**src/rtl/divider_bank_if.sv**
```systemverilog
// Control/status bundle for divider_bank: run enables, sync strobe, divisor write port and outputs.
// The pend signal exists only when DIVIDER_PEND_FLAG_EN is defined.
interface divider_bank_if #(
  parameter int CH = 2,
  parameter int W  = 27
);
  localparam int SW = (CH > 1) ? $clog2(CH) : 1;

  logic [CH-1:0] en;
  logic          sync;
  logic          div_we;
  logic [SW-1:0] div_sel;
  logic [W-1:0]  div_data;
  logic [CH-1:0] O_CLK;
  logic [CH-1:0] O_TICK;
`ifdef DIVIDER_PEND_FLAG_EN
  logic [CH-1:0] pend;

  modport master (output en, sync, div_we, div_sel, div_data,
                  input  O_CLK, O_TICK, pend);
  modport slave  (input  en, sync, div_we, div_sel, div_data,
                  output O_CLK, O_TICK, pend);
`else
  modport master (output en, sync, div_we, div_sel, div_data,
                  input  O_CLK, O_TICK);
  modport slave  (input  en, sync, div_we, div_sel, div_data,
                  output O_CLK, O_TICK);
`endif
endinterface

```
**src/rtl/divider_bank.sv**
```systemverilog
// Multi-channel programmable clock divider / tick generator with shadowed divisors and common sync.
// Optional pend output enabled by DIVIDER_PEND_FLAG_EN.
module divider_bank #(
  parameter int              CH          = 2,
  parameter int              W           = 27,
  parameter longint unsigned DEFAULT_DIV = 50000000
) (
  input logic           I_CLK,
  input logic           rst,
  divider_bank_if.slave bus
);
  localparam int         SW  = (CH > 1) ? $clog2(CH) : 1;
  localparam logic [W-1:0] DEF = W'(DEFAULT_DIV);

  logic [W-1:0]  cnt     [CH];
  logic [W-1:0]  div_act [CH];
  logic [W-1:0]  div_shd [CH];
  logic [CH-1:0] pnd;
  logic [CH-1:0] o_clk;
  logic [CH-1:0] o_tick;

  logic [CH-1:0] wr;
  logic [CH-1:0] run;
  logic [CH-1:0] tc;

  always_comb begin
    wr  = '0;
    run = '0;
    tc  = '0;
    for (int unsigned i = 0; i < CH; i++) begin
      wr[i]  = bus.div_we && (bus.div_sel == SW'(i));
      run[i] = bus.en[i] && (div_act[i] != '0);
      tc[i]  = run[i] && (cnt[i] == div_act[i] - W'(1));
    end
  end

  always_ff @(posedge I_CLK or posedge rst) begin
    if (rst) begin
      for (int unsigned i = 0; i < CH; i++) begin
        cnt[i]     <= '0;
        div_act[i] <= DEF;
        div_shd[i] <= DEF;
      end
      pnd    <= '0;
      o_clk  <= '0;
      o_tick <= '0;
    end else begin
      for (int unsigned i = 0; i < CH; i++) begin
        if (bus.sync) begin
          cnt[i]    <= '0;
          o_clk[i]  <= 1'b0;
          o_tick[i] <= 1'b0;
          pnd[i]    <= 1'b0;
          if (wr[i]) begin
            div_act[i] <= bus.div_data;
            div_shd[i] <= bus.div_data;
          end else begin
            div_act[i] <= div_shd[i];
          end
        end else if (run[i]) begin
          o_tick[i] <= tc[i];
          if (tc[i]) begin
            cnt[i]   <= '0;
            o_clk[i] <= ~o_clk[i];
            if (pnd[i]) div_act[i] <= div_shd[i];
          end else begin
            cnt[i] <= cnt[i] + W'(1);
          end
          // A write coinciding with TC stays pending: the TC consumes the old shadow.
          if (wr[i]) begin
            div_shd[i] <= bus.div_data;
            pnd[i]     <= 1'b1;
          end else if (tc[i]) begin
            pnd[i] <= 1'b0;
          end
        end else begin
          o_tick[i] <= 1'b0;
          if (wr[i]) begin
            div_act[i] <= bus.div_data;
            div_shd[i] <= bus.div_data;
            cnt[i]     <= '0;
            pnd[i]     <= 1'b0;
          end
        end
      end
    end
  end

  assign bus.O_CLK  = o_clk;
  assign bus.O_TICK = o_tick;
`ifdef DIVIDER_PEND_FLAG_EN
  assign bus.pend   = pnd;
`endif
endmodule
```
**src/flat_wrapper.sv**
```systemverilog
// flat-port wrapper written by rule: the top's interface ports become plain ports
module divider_bank_flat 
#(
  parameter int              CH          = 2,
  parameter int              W           = 27,
  parameter longint unsigned DEFAULT_DIV = 50000000
)
  (I_CLK, rst, bus_en, bus_sync, bus_div_we, bus_div_sel, bus_div_data, bus_O_CLK, bus_O_TICK);
  divider_bank_if #(.CH(CH), .W(W)) bus_i ();
  input logic I_CLK;
  input logic rst;
  input wire logic [$bits(bus_i.en)-1:0] bus_en;
  input wire logic [$bits(bus_i.sync)-1:0] bus_sync;
  input wire logic [$bits(bus_i.div_we)-1:0] bus_div_we;
  input wire logic [$bits(bus_i.div_sel)-1:0] bus_div_sel;
  input wire logic [$bits(bus_i.div_data)-1:0] bus_div_data;
  output wire logic [$bits(bus_i.O_CLK)-1:0] bus_O_CLK;
  output wire logic [$bits(bus_i.O_TICK)-1:0] bus_O_TICK;
  assign bus_i.en = bus_en;
  assign bus_i.sync = bus_sync;
  assign bus_i.div_we = bus_div_we;
  assign bus_i.div_sel = bus_div_sel;
  assign bus_i.div_data = bus_div_data;
  assign bus_O_CLK = bus_i.O_CLK;
  assign bus_O_TICK = bus_i.O_TICK;
  divider_bank #(.CH(CH), .W(W), .DEFAULT_DIV(DEFAULT_DIV)) u_core (.I_CLK(I_CLK), .rst(rst), .bus(bus_i));
endmodule
```
**config.mk**
```make
export PLATFORM = sky130hd
export DESIGN_NAME = divider_bank_flat
export DESIGN_NICKNAME = d
export VERILOG_FILES = /design/src/rtl/divider_bank_if.sv /design/src/rtl/divider_bank.sv /design/src/flat_wrapper.sv
export SDC_FILE = /design/constraint.sdc
export NUM_CORES = 1
export LEC_CHECK = 0
export CORE_MARGIN = 3
export CORE_UTILIZATION = 60
export DETAILED_ROUTE_END_ITERATION = 10
export PLACE_DENSITY = 0.77
export SYNTH_ARGS = -nofsm -noshare
export SYNTH_HDL_FRONTEND = slang
export SYNTH_SLANG_ARGS = --single-unit
```
**constraint.sdc**
```tcl
create_clock -name I_CLK -period 7.85 [get_ports I_CLK]
set_input_delay 1.57 -clock I_CLK [delete_from_list [all_inputs] [get_ports I_CLK]]
set_output_delay 1.57 -clock I_CLK [all_outputs]
set_load 0.02 [all_outputs]
```
======== Word level (Yosys, flattened, before mapping) ========
Index checks and enable logic that the tools add are counted.
operators by class
  mux-type cells .......................... 40
  add/sub/neg operators ................... 4
  reductions and logical operators ........ 22
  eq/ne operators ......................... 6
  bitwise logic cells ..................... 3
operators with widths
  kind                                                   number
  two-way mux 27 bit                                     20
  adder 27 x 1 -> 27 bit, second input constant          2
  == test 27 bit                                         2
  nonzero test 27 bit                                    2
  subtractor 27 x 1 -> 27 bit, second input constant     2
  two-way mux 1 bit                                      20
  nonzero test 3 bit                                     4
  AND reduction 2 bit                                    4
  nonzero test 2 bit                                     4
  logical AND 1 bit                                      6
  inequality test 3 x 2 -> 1 bit, second input constant  2
  inequality test 3 bit, second input constant           2
  AND reduction 3 bit                                    2
  NOT 1 bit                                              3
word-level totals
  register bits after elaboration ......... 168
  output and inout port bits .............. 4
  input port bits ......................... 34
  logic and storage cells ................. 86

======== Logic depth before layout (Yosys ltp) ========
Gate-level depths: netlist of run 1.
  word-level depth ........................ 7
  gate-level depth with buffers ........... 12
  depth with buffers taken out ............ 10

======== Worst setup path before layout of run 1 ========
OpenSTA, ideal clock, no wires.
  path type ............................... flip-flop to flip-flop
  start ................................... reg u_core.div_act[0] (netlist bit)
  end ..................................... reg u_core.div_act[10] (netlist bit)
  period minus slack after synthesis ...... 3.498 ns
  arrival time ............................ 3.373 ns
  stages on the path, launching flop included .. 13
  slack ................................... 4.352 ns
  path buffers ............................ 2
  setup time .............................. 0.125 ns
  required time ........................... 7.725 ns
  path through ............................ dfrtp_1 -> inv_1 -> ha_1 -> nor3b_1 -> nand2_1 -> xnor2_1 -> o32ai_1 -> nand4_1 -> or4_4 -> o31a_1 -> buf_6 -> buf_12 -> mux2_4
between the ends
  longest elaborated chain between the ends .. 5
  elaborated cells between the ends (all ways) .. 11
  those cells by class .................... 1 x add/sub; 3 x eq/ne; 2 x mux; 5 x reduce/logical
RTL lines
  element                                                                    line                                    RTL
  start: declaration                                                         divider_bank.sv:16                      logic [W-1:0] div_act [CH];
  start signal: indexed assignment                                           divider_bank.sv:55                      div_act[i] <= bus.div_data;
  start signal: indexed assignment                                           divider_bank.sv:58                      div_act[i] <= div_shd[i];
  start signal: indexed assignment                                           divider_bank.sv:65                      if (pnd[i]) div_act[i] <= div_shd[i];
  subtractor 27 x 1 -> 27 bit / nonzero test 27 bit (equally long branches)  divider_bank.sv:33, divider_bank.sv:32
  == test 27 bit / logical AND 1 bit (equally long branches)                 divider_bank.sv:33, divider_bank.sv:32
  logical AND 1 bit                                                          divider_bank.sv:33                      tc[i] = run[i] && (cnt[i] == div_act[i] - W'(1));
  inequality test 3 bit (no line)                                            n/a
  AND reduction 3 bit (no line)                                              n/a
Parallel ways exist; a longest one is shown, timed or not.
A chain may end at the register's enable or synchronous reset.

======== Worst setup path in the final report of run 1 ========
  start ................................... reg u_core.div_act[0] (netlist bit)
  end ..................................... reg u_core.div_act[16] (netlist bit)
Same word-level chain as after synthesis.

==> load_flow_metrics.sql, run 1 <==
INSERT INTO impl_metrics (metric_group, metric, value, unit) VALUES
('clocking', 'tritoncts', 'yes', ''),
('worst_setup_path', 'critical_path_arrival', '4.85', 'ns'),
('placed_design', 'hpwl', '15100', 'um'),
('floorplan', 'dieArea', '17900', 'sq um'),
('global_route', 'grt_overflow_total', '0', ''),
('sta', 'fin_tns_setup', '0', 'ns'),
('route', 'drt-initial-drc-count', '647', ''),
('floorplan', 'fp.dieH', '134', 'um'),
('final_layout', 'fin_util', '0.685', ''),
('route', 'post_drt_wl_per_cell', '18.0', 'um'),
('route', 'first_pass_iters', '6', ''),
('clocking', 'cts_hold_buffers', '0', ''),
('synth', 'yosysSeqAreaShare', '0.435', ''),
('global_route', 'antenna_found_initial', '0', ''),
('synth', 'synth-async-reset-ratio', '1.00', ''),
('placed_design', 'dpl-instance-area', '10300', 'sq um'),
('worst_setup_path', 'timing.setup.critical_path_class', 'reg -> reg', ''),
('floorplan', 'floorplan.rows', '46', ''),
('clocking', 'cts.sinks', '168', ''),
('sta', 'timing.max_slew.rel_slack', '0.272', ''),
('worst_setup_path', 'critPathMaxFanout', '20', ''),
('run_status', 'status', 'finished clean', ''),
('clocking', 'postCtsSetupBuffers', '0', ''),
('synth', 'synth_flop_type', 'dfrtp_1', ''),
('route', 'postRouteAntennaNets', '0', ''),
('sta', 'report.final.hold_viol_count', '0', ''),
('sta', 'timing.final.ws_setup', '3.31', 'ns'),
('sta', 'post_route_fraction_of_the_period_consumed_by_the_critical_path', '0.579', ''),
('power', 'power.total', '2400', 'uW'),
('clocking', 'cts.repair.resized', '0', ''),
('floorplan', 'design.portCount', '38', ''),
('synth', 'yosysUniqueCellTypes', '71', ''),
('worst_setup_path', 'cp-startpoint', 'u_core.div_act[0]$_DFFE_PP0P_', ''),
('synth', 'post_synthesis_cell_area', '9810', 'sq um'),
('global_route', 'number_of_global_route_vias_before_repair', '7209', ''),
('synth', 'net_count_after_synthesis', '1001', ''),
('floorplan', 'dieWidth', '134', 'um'),
('sta', 'worst_clock_skew', '0.00773', 'ns'),
('floorplan', 'floorplan.initialDensity', '0.615', ''),
('final_layout', 'areaGrowthSynthToFinish', '11.3', '%'),
('clocking', 'cts-root-to-sink-buffers', '2', ''),
('global_route', 'grt.total_usage', '0.253', ''),
('power', 'leakage', '0.00446', 'uW'),
('synth', 'synth_top_cells_by_area', 'dfrtp_1 (31%), dfstp_2 (13%), mux2_2 (12%)', ''),
('sta', 'rsz0062_at_grt', 'no', ''),
('floorplan', 'placeableCoreArea', '15900', 'sq um'),
('sta', 'worst_pin_slew', '1.08', 'ns'),
('global_route', 'maximum_number_of_pins_on_one_net_before_global_route_repair', '86', ''),
('power', 'powerDensity', '219', 'nW/um^2'),
('worst_hold_path', 'timing.hold.worst.class', 'reg -> reg', ''),
('route', 'drcViolationCount', '0', ''),
('route', 'vias', '7304', ''),
('final_layout', 'design.final.nets', '1026', ''),
('clocking', 'clock_latency', '0.43', 'ns'),
('final_layout', 'diodes', '0', ''),
('route', 'wl', '21800', 'um'),
('worst_setup_path', 'end_kind', 'flip-flop', ''),
('worst_setup_path', 'crit_path_start_kind', 'flip-flop', ''),
('synth', 'synthCells', '961', ''),
('synth', 'postSynthAreaPerCell', '10.2', 'sq um'),
('worst_setup_path', 'reg2reg_from', 'u_core.div_act[0]$_DFFE_PP0P_', ''),
('final_layout', 'final_cell_area', '10900', 'sq um'),
('synth', 'post-synth-top-count-cell', 'nand2_1', ''),
('route', 'viasPerCell', '6.01', ''),
('final_layout', 'final_layout_size_suffix_gt1_frac', '0.233', ''),
('worst_setup_path', 'required', '8.16', 'ns'),
('placed_design', 'pre_cts_ws', '3.39', 'ns'),
('synth', 'synth_top_cells_by_count', 'nand2_1 (125), dfrtp_1 (120), mux2_2 (108)', ''),
('synth', 'number_of_flops_mapped_to_enable_cells_by_yosys', '0', ''),
('clocking', 'clk_pin_slew_worst_setup_hold_paths', '0.07', 'ns'),
('sta', 'timing.final.crit_period', '4.54', 'ns');
area by class of cell:
class                      count  area (sq um)
multi-input combinational    734          5290
fill                        1231          5020
sequential                   168          4260
clock buffer                  25           485
timing repair buffer          48           453
tap                          216           270
clock inverter                 7          93.8
inverter                      17          68.8
state kept, by name, indices dropped and copies added (netlist names):
signal	count
u_core.cnt	54
u_core.div_act	54
u_core.div_shd	54
u_core.bus.O_CLK	2
u_core.bus.O_TICK	2
u_core.pnd	2
per-stage QoR:
stage / cells / hold WS [ns]
finish: 1215 / 0.455
CTS: 1215 / 0.458
floorplan: 961 / 0.437
detailed placement: 1183 / 0.447
global placement: 1183 / 0.443
global route: 1215 / 0.471
report_power, final:
group	total (uW)	switching, uW	internal (uW)
clock network	831	337	494
logic	461	229	232
registers	1110	115	990
metal layers:
layer  global-route usage  routed length [um]  up-vias
met1                0.368               10100     3618
met4               0.0543                 221        0
met3               0.0593                1230       22
li1                     -                   -     3453
met2                0.392               10300      211
met5                    0                   0        -
worst max-delay path: stages (launching register included):
cell and delay [ns]:
dfrtp_1 0.43, inv_1 0.12, ha_1 0.18, nor3b_1 0.83, nand2_1 0.42, xnor2_1 0.24, o32ai_1 0.35, nand4_1 0.15
or4_4 0.56, o31a_1 0.46, buf_4 0.32, mux2_4 0.34
cell usage in the layout (no fill, tap or decap), types with 17 or more instances in the layout:
cell type and instances:
nand2_1 125, dfrtp_1 120, mux2_2 108, nor2_1 95
xor2_1 59, xnor2_1 54, dfstp_2 48, clkdlybuf4s50_1 37
nand4_1 26, nand3_1 25, nor3_1 22, mux2_4 17
clkbuf_16 17
worst paths after layout:
kind	to	slack, ns	cells past startpoint
max	u_core.div_act[16]$_DFFE_PP0P_	3.31	11
min	u_core.div_shd[47]$_DFF_PP1_	0.46	2
max reg2reg	u_core.div_act[16]$_DFFE_PP0P_	3.31	11
min reg2reg	u_core.div_shd[47]$_DFF_PP1_	0.46	2
max in group asynchronous	u_core.cnt[27]$_DFFE_PP0P_	4.66	3
min in group asynchronous	u_core.cnt[21]$_DFFE_PP0P_	1.65	2
cells by family (layout without fill, tap and decap cells):
kind of cell | count (synthesis) | after routing | synth area share
buf+inv | 59 | 97 | 0.0278
simple gates | 397 | 397 | 0.202
mux | 138 | 138 | 0.163
xor+xnor | 115 | 115 | 0.106
compound gates | 78 | 78 | 0.0588
fa+ha+maj | 6 | 6 | 0.00765
flops | 168 | 168 | 0.435
Power figures use the tool's default switching activity.
==> inputs of run 2 (changes only) <==
CORE_UTILIZATION = 56   (was 60)
PLACE_DENSITY = 0.75   (was 0.77)
clock period = 3.97 ns   (was 7.85 ns; I/O delays follow)
==> load_flow_metrics.sql, run 2 (synthesis gave the netlist of run 1 again) <==
INSERT INTO impl_metrics (metric_group, metric, value, unit) VALUES
('sta', 'worst_clock_skew', '0.00649', 'ns'),
('final_layout', 'design.final.nets', '1039', ''),
('floorplan', 'dieArea', '19100', 'sq um'),
('route', 'first_pass_iters', '6', ''),
('global_route', 'grt.total_usage', '0.233', ''),
('run', 'cap_viol_max_count', '0', ''),
('placed_design', 'hpwl', '15700', 'um'),
('worst_setup_path', 'critical_path_arrival', '3.97', 'ns'),
('clocking', 'cts_hold_buffers', '0', ''),
('global_route', 'antenna_found_initial', '0', ''),
('clocking', 'cts-root-to-sink-buffers', '2', ''),
('placed_design', 'number_of_buffers_added_on_ports', '37', ''),
('sta', 'post_route_fraction_of_the_period_consumed_by_the_critical_path', '0.921', ''),
('worst_hold_path', 'whs_path_depth', '2', ''),
('clocking', 'postCtsSetupBuffers', '0', ''),
('worst_setup_path', 'reg2reg_from', 'u_core.div_act[0]$_DFFE_PP0P_', ''),
('placed_design', 'gpl.final_weighted_congestion', '0.967', ''),
('final_layout', 'layout.cells.most_common', 'nand2_1', ''),
('floorplan', 'floorplan.initialDensity', '0.581', ''),
('clocking', 'cts.htree.levels', '4', ''),
('final_layout', 'mostFrequentLayoutCells', 'nand2_1 (125), dfrtp_1 (120), mux2_2 (108)', ''),
('clocking', 'cts.repair.resized', '0', ''),
('worst_setup_path', 'timing.setup.critical_path_class', 'reg -> reg', ''),
('clocking', 'tritoncts', 'yes', ''),
('power', 'ir_drop', '0.379', 'mV'),
('floorplan', 'dieWidth', '138', 'um'),
('global_route', 'first_pass_grt_wire_length', '36800', 'um'),
('final_layout', 'instances_no_fill', '1232', ''),
('sta', 'worst_pin_slew', '0.676', 'ns'),
('final_layout', 'fin_util', '0.658', ''),
('global_route', 'maximum_number_of_pins_on_one_net_before_global_route_repair', '81', ''),
('route', 'post_drt_wl_per_cell', '17.7', 'um'),
('worst_setup_path', 'worst-r2r-setup-slack', '0.31', 'ns'),
('sta', 'maxClockFrequency', '274', 'MHz'),
('clocking', 'clock_latency', '0.43', 'ns'),
('floorplan', 'placeableCoreArea', '16900', 'sq um'),
('final_layout', 'final_layout_size_suffix_gt1_frac', '0.248', ''),
('sta', 'timing.max_slew.rel_slack', '0.546', ''),
('route', 'postRouteAntennaNets', '0', ''),
('final_layout', 'multiInputGateArea', '5290', 'sq um'),
('clocking', 'clk_root_buffer_cell', 'clkbuf_16', ''),
('worst_hold_path', 'min-delay-start', 'u_core.div_shd[48]$_DFF_PP1_', ''),
('worst_setup_path', 'end_kind', 'flip-flop', ''),
('worst_hold_path', 'min_to', 'u_core.div_shd[48]$_DFF_PP1_', ''),
('clocking', 'cts_inserted_buffers', '17', ''),
('route', 'wl', '21800', 'um'),
('floorplan', 'floorplan.rows', '47', ''),
('global_route', 'grt_overflow_total', '0', ''),
('global_route', 'number_of_global_route_vias_before_repair', '7207', ''),
('route', 'vias', '7227', ''),
('sta', 'rsz0062_at_grt', 'no', ''),
('final_layout', 'largest_registers', 'u_core.cnt: 54 flops, u_core.div_act: 54 flops, u_core.div_shd: 54 flops', ''),
('worst_setup_path', 'worst_r2r_path_depth', '9', ''),
('floorplan', 'fp.dieH', '138', 'um'),
('final_layout', 'diodes', '0', ''),
('floorplan', 'design.portCount', '38', ''),
('sta', 'finalMaxSlewViolations', '0', ''),
('worst_setup_path', 'crit_path_start_kind', 'flip-flop', ''),
('final_layout', 'ff_latch_area', '4260', 'sq um'),
('clocking', 'clk_pin_slew_worst_setup_hold_paths', '0.07', 'ns'),
('sta', 'timing.final.crit_period', '3.66', 'ns'),
('worst_hold_path', 'timing.hold.worst.class', 'reg -> reg', ''),
('route', 'drcViolationCount', '0', ''),
('route', 'drt-initial-drc-count', '593', ''),
('route', 'viasPerCell', '5.87', ''),
('final_layout', 'areaGrowthSynthToFinish', '13.2', '%'),
('power', 'powerDensity', '439', 'nW/um^2'),
('sta', 'setup-violations-final', '0', ''),
('placed_design', 'dp_cells', '1200', ''),
('sta', 'fin_tns_setup', '0', 'ns'),
('final_layout', 'fillCellCount', '1306', ''),
('power', 'leakage', '0.00457', 'uW'),
('worst_setup_path', 'required', '4.29', 'ns'),
('worst_setup_path', 'critPathMaxFanout', '27', ''),
('run_status', 'status', 'finished clean', ''),
('worst_setup_path', 'worstReg2RegEnd', 'u_core.div_act[18]$_DFFE_PP0P_', ''),
('clocking', 'cts.sinks', '168', ''),
('sta', 'report.final.hold_viol_count', '0', '');
run 2: where the power goes:
part           leakage, uW  total, uW  internal [uW]  switching [uW]
Clock             0.000310       1770           1040             722
Sequential         0.00206       2180           1960             226
Combinational      0.00220        929            473             456
Total              0.00457       4880           3470            1400
run 2: metrics by stage:
step	total power, uW	setup slack, ns	cell area, sq um	hold WS (ns)
2_1_floorplan	2850	0.472	9820	0.437
3_3_place_gp	3100	0.524	10500	0.443
3_5_place_dp	3120	0.383	10500	0.448
4_1_cts	4900	0.351	11100	0.458
5_1_grt	5120	0.189	11100	0.469
6_report	4880	0.314	11100	0.458
run 2: cell type report:
class	instances	share of cell area
multi-input combinational	734	0.476
sequential	168	0.384
timing repair buffer	61	0.0518
clock buffer	18	0.0406
tap	220	0.0248
clock inverter	14	0.0168
inverter	17	0.00608
run 2: critical path: stages (launching register included):
cell and delay [ns]:
dfrtp_1 0.44, or4_1 0.60, or4b_2 0.66, a211oi_1 0.25, a211oi_1 0.10, a211oi_1 0.31, nand4_1 0.21, o31a_1 0.34
buf_4 0.27, mux2_4 0.35
run 2: worst max-delay path by stage:
| stage | slack [ns] | startpoint | depth (start not counted) | end |
|---|---|---|---|---|
| after global placement | 0.52 | u_core.div_act[18]$_DFFE_PP0P_ | 9 | u_core.div_act[18]$_DFFE_PP0P_ |
| after CTS | 0.35 | u_core.div_act[0]$_DFFE_PP0P_ | 9 | u_core.div_act[6]$_DFFE_PP0P_ |
| after detailed placement | 0.38 | u_core.div_act[0]$_DFFE_PP0P_ | 9 | u_core.div_act[6]$_DFFE_PP0P_ |
| final | 0.31 | u_core.div_act[0]$_DFFE_PP0P_ | 9 | u_core.div_act[18]$_DFFE_PP0P_ |
| after global routing | 0.19 | u_core.div_act[0]$_DFFE_PP0P_ | 9 | u_core.div_act[26]$_DFFE_PP0P_ |
| after floorplan | 0.47 | u_core.div_act[0]$_DFFE_PP0P_ | 12 | u_core.div_act[10]$_DFFE_PP0P_ |
run 2: metal layers:
metal	track usage	vias up	routed length, um
met4	0.0619	0	296
met1	0.341	3556	10300
li1	-	3485	-
met5	0	-	0
met2	0.358	166	10100
met3	0.0483	20	1060
==> inputs of run 3 (changes only) <==
CORE_ASPECT_RATIO = 1.75   (was unset)
==> load_flow_metrics.sql, run 3 (synthesis gave the netlist of run 1 again) <==
INSERT INTO impl_metrics (metric_group, metric, value, unit) VALUES
('power', 'power.sequential.fraction', '0.457', ''),
('floorplan', 'placeableCoreArea', '17100', 'sq um'),
('global_route', 'number_of_global_route_vias_before_repair', '7609', ''),
('sta', 'fin_tns_setup', '0', 'ns'),
('power', 'powerDensity', '434', 'nW/um^2'),
('floorplan', 'dieArea', '19200', 'sq um'),
('placed_design', 'hpwl', '16700', 'um'),
('final_layout', 'areaGrowthSynthToFinish', '12.6', '%'),
('global_route', 'first_pass_grt_wire_length', '37700', 'um'),
('clocking', 'clk_root_buffer_cell', 'clkbuf_16', ''),
('floorplan', 'dieWidth', '106', 'um'),
('route', 'post_drt_wl_per_cell', '18.2', 'um'),
('worst_setup_path', 'worstPathCellList', 'inv_1 > ha_1 > nor3b_1 > nand2_1 > xnor2_1 > o32ai_1 > nand4_1 > or4_4 > o31a_1 > buf_4 > mux2_4', ''),
('worst_setup_path', 'critical_path_arrival', '4.02', 'ns'),
('sta', 'worst_clock_skew', '0.00821', 'ns'),
('worst_setup_path', 'critical-path-max-stage-delay', '0.57', 'ns'),
('worst_hold_path', 'min-delay-start', 'u_core.div_shd[50]$_DFF_PP1_', ''),
('final_layout', 'mostFrequentLayoutCells', 'nand2_1 (125), dfrtp_1 (120), mux2_2 (108)', ''),
('final_layout', 'layout.cells.most_common', 'nand2_1', ''),
('power', 'share_clk_of_total_power', '0.350', ''),
('final_layout', 'instances_no_fill', '1239', ''),
('worst_setup_path', 'critPathMaxFanout', '27', ''),
('worst_setup_path', 'worst_r2r_path_depth', '11', ''),
('run_status', 'status', 'finished clean', ''),
('sta', 'timing.final.ws_setup', '0.269', 'ns'),
('worst_setup_path', 'timing.setup.critical_path_class', 'reg -> reg', ''),
('global_route', 'grtUsageMet2', '0.447', ''),
('global_route', 'antenna_found_initial', '0', ''),
('sta', 'timing.final.crit_period', '3.70', 'ns'),
('final_layout', 'design.final.nets', '1039', ''),
('sta', 'finalMaxSlewViolations', '0', ''),
('sta', 'post_route_fraction_of_the_period_consumed_by_the_critical_path', '0.932', ''),
('clocking', 'clk_pin_slew_worst_setup_hold_paths', '0.06', 'ns'),
('worst_hold_path', 'min_to', 'u_core.div_shd[50]$_DFF_PP1_', ''),
('clocking', 'cts_inserted_buffers', '17', ''),
('clocking', 'cts_hold_buffers', '0', ''),
('worst_setup_path', 'required', '4.29', 'ns'),
('route', 'drt-initial-drc-count', '379', ''),
('sta', 'worst_pin_slew', '1.12', 'ns'),
('run', 'cap_viol_max_count', '0', ''),
('power', 'leakage', '0.00453', 'uW'),
('floorplan', 'floorplan.initialDensity', '0.574', ''),
('route', 'viasPerCell', '5.94', ''),
('clocking', 'postCtsSetupBuffers', '0', ''),
('floorplan', 'design.portCount', '38', ''),
('route', 'postRouteAntennaNets', '0', ''),
('global_route', 'globalRouteMet1Util', '0.268', ''),
('clocking', 'cts.htree.levels', '4', ''),
('global_route', 'maximum_number_of_pins_on_one_net_before_global_route_repair', '169', ''),
('sta', 'rsz0062_at_grt', 'no', ''),
('route', 'vias', '7365', ''),
('worst_hold_path', 'timing.hold.worst.class', 'reg -> reg', ''),
('placed_design', 'gpl.final_weighted_congestion', '0.942', ''),
('power', 'power_report.internal_total', '3430', 'uW'),
('final_layout', 'largest_registers', 'u_core.cnt: 54 flops, u_core.div_act: 54 flops, u_core.div_shd: 54 flops', ''),
('power', 'power.total', '4800', 'uW'),
('placed_design', 'pre_cts_ws', '0.323', 'ns'),
('placed_design', 'dpl-instance-area', '10500', 'sq um'),
('final_layout', 'final_layout_size_suffix_gt1_frac', '0.242', ''),
('sta', 'timing.max_slew.rel_slack', '0.249', ''),
('worst_setup_path', 'worst_path_cell_with_the_longest_stage_delay', 'nor3b_1', ''),
('route', 'first_pass_iters', '5', ''),
('global_route', 'grt_overflow_total', '0', ''),
('clocking', 'cts.repair.resized', '0', ''),
('power', 'ir_drop', '0.264', 'mV'),
('placed_design', 'number_of_buffers_added_on_ports', '37', ''),
('power', 'comb_power_share', '0.193', ''),
('placed_design', 'dp_cells', '1207', ''),
('global_route', 'highest_utilization_routing_layer_at_the_global_route_stage', 'met2', ''),
('sta', 'setup-violations-final', '0', ''),
('global_route', 'grt.total_usage', '0.248', ''),
('clocking', 'cts-root-to-sink-buffers', '2', ''),
('clocking', 'tritoncts', 'yes', ''),
('floorplan', 'floorplan.rows', '63', ''),
('worst_hold_path', 'whs_path_depth', '2', ''),
('power', 'power.switching', '1370', 'uW'),
('clocking', 'clock_latency', '0.44', 'ns'),
('sta', 'maxClockFrequency', '270', 'MHz'),
('clocking', 'cts.sinks', '168', ''),
('global_route', 'grt.met3_usage', '0.0400', ''),
('route', 'wl', '22600', 'um'),
('worst_setup_path', 'reg2reg_from', 'u_core.div_act[0]$_DFFE_PP0P_', ''),
('final_layout', 'final_cell_area', '11000', 'sq um'),
('sta', 'report.final.hold_viol_count', '0', ''),
('power', 'switching_share', '0.285', ''),
('worst_setup_path', 'worst-r2r-setup-slack', '0.27', 'ns'),
('final_layout', 'fillCellCount', '1409', ''),
('worst_setup_path', 'crit_path_start_kind', 'flip-flop', ''),
('route', 'drcViolationCount', '0', ''),
('worst_setup_path', 'worstReg2RegEnd', 'u_core.div_act[16]$_DFFE_PP0P_', ''),
('floorplan', 'fp.dieH', '181', 'um'),
('worst_setup_path', 'end_kind', 'flip-flop', ''),
('final_layout', 'diodes', '0', '');
-- run 3: changes by cell type in the layout (fill, tap and decap cells not counted), moves of 2 or more --
cell      before  now
inv_8          2    0
clkinv_4       4    1
clkbuf_1       0    6
inv_6          3    0
-- run 3: area by class of cell --
class	instances	area [sq um]	share of cell area
clock inverter	8	124	0.0112
sequential	168	4260	0.386
inverter	17	67.6	0.00611
clock buffer	24	462	0.0418
multi-input combinational	734	5290	0.478
tap	227	284	0.0257
timing repair buffer	61	563	0.0510
-- run 3: layer usage --
metal / vias up / wire, um
met4: 0 / 1280
met1: 3634 / 8540
li1: 3484 / -
met3: 78 / 635
met5: - / 0
met2: 169 / 12200
-- run 3: critical path, delay by kind of cell (launching register included) --
| kind | cells | cell delay, ns |
|---|---|---|
| buf+inv | 2 | 0.40 |
| simple gates | 4 | 1.43 |
| xor+xnor | 1 | 0.16 |
| mux | 1 | 0.34 |
| flops | 1 | 0.43 |
| compound gates | 2 | 0.61 |
| fa+ha+maj | 1 | 0.19 |
-- run 3: how the worst max path moves through the flow --
| stage | slack (ns) | from | to |
|---|---|---|---|
| CTS | 0.30 | u_core.div_act[0]$_DFFE_PP0P_ | u_core.div_act[16]$_DFFE_PP0P_ |
| detailed placement | 0.32 | u_core.div_act[0]$_DFFE_PP0P_ | u_core.div_act[16]$_DFFE_PP0P_ |
| finish | 0.27 | u_core.div_act[0]$_DFFE_PP0P_ | u_core.div_act[16]$_DFFE_PP0P_ |
| global placement | 0.36 | u_core.div_act[0]$_DFFE_PP0P_ | u_core.div_act[16]$_DFFE_PP0P_ |
| global route | 0.07 | u_core.div_act[0]$_DFFE_PP0P_ | u_core.div_act[16]$_DFFE_PP0P_ |
| floorplan | 0.47 | u_core.div_act[0]$_DFFE_PP0P_ | u_core.div_act[10]$_DFFE_PP0P_ |
-- run 3: stage by stage --
| stage | utilization | hold WS, ns |
|---|---|---|
| finish | 0.646 | 0.460 |
| global route | 0.646 | 0.473 |
| CTS | 0.646 | 0.460 |
| detailed placement | 0.612 | 0.451 |
| global placement | 0.612 | 0.443 |
| floorplan | - | 0.437 |
-- run 3: power by group through the flow --
stage	clock (uW)	sequential [uW]	combinational, uW
final	1680	2190	929
after global placement	0	2200	905
after global routing	1770	2220	1020
after floorplan	0	2110	740
after CTS	1710	2190	933
after detailed placement	0	2210	926
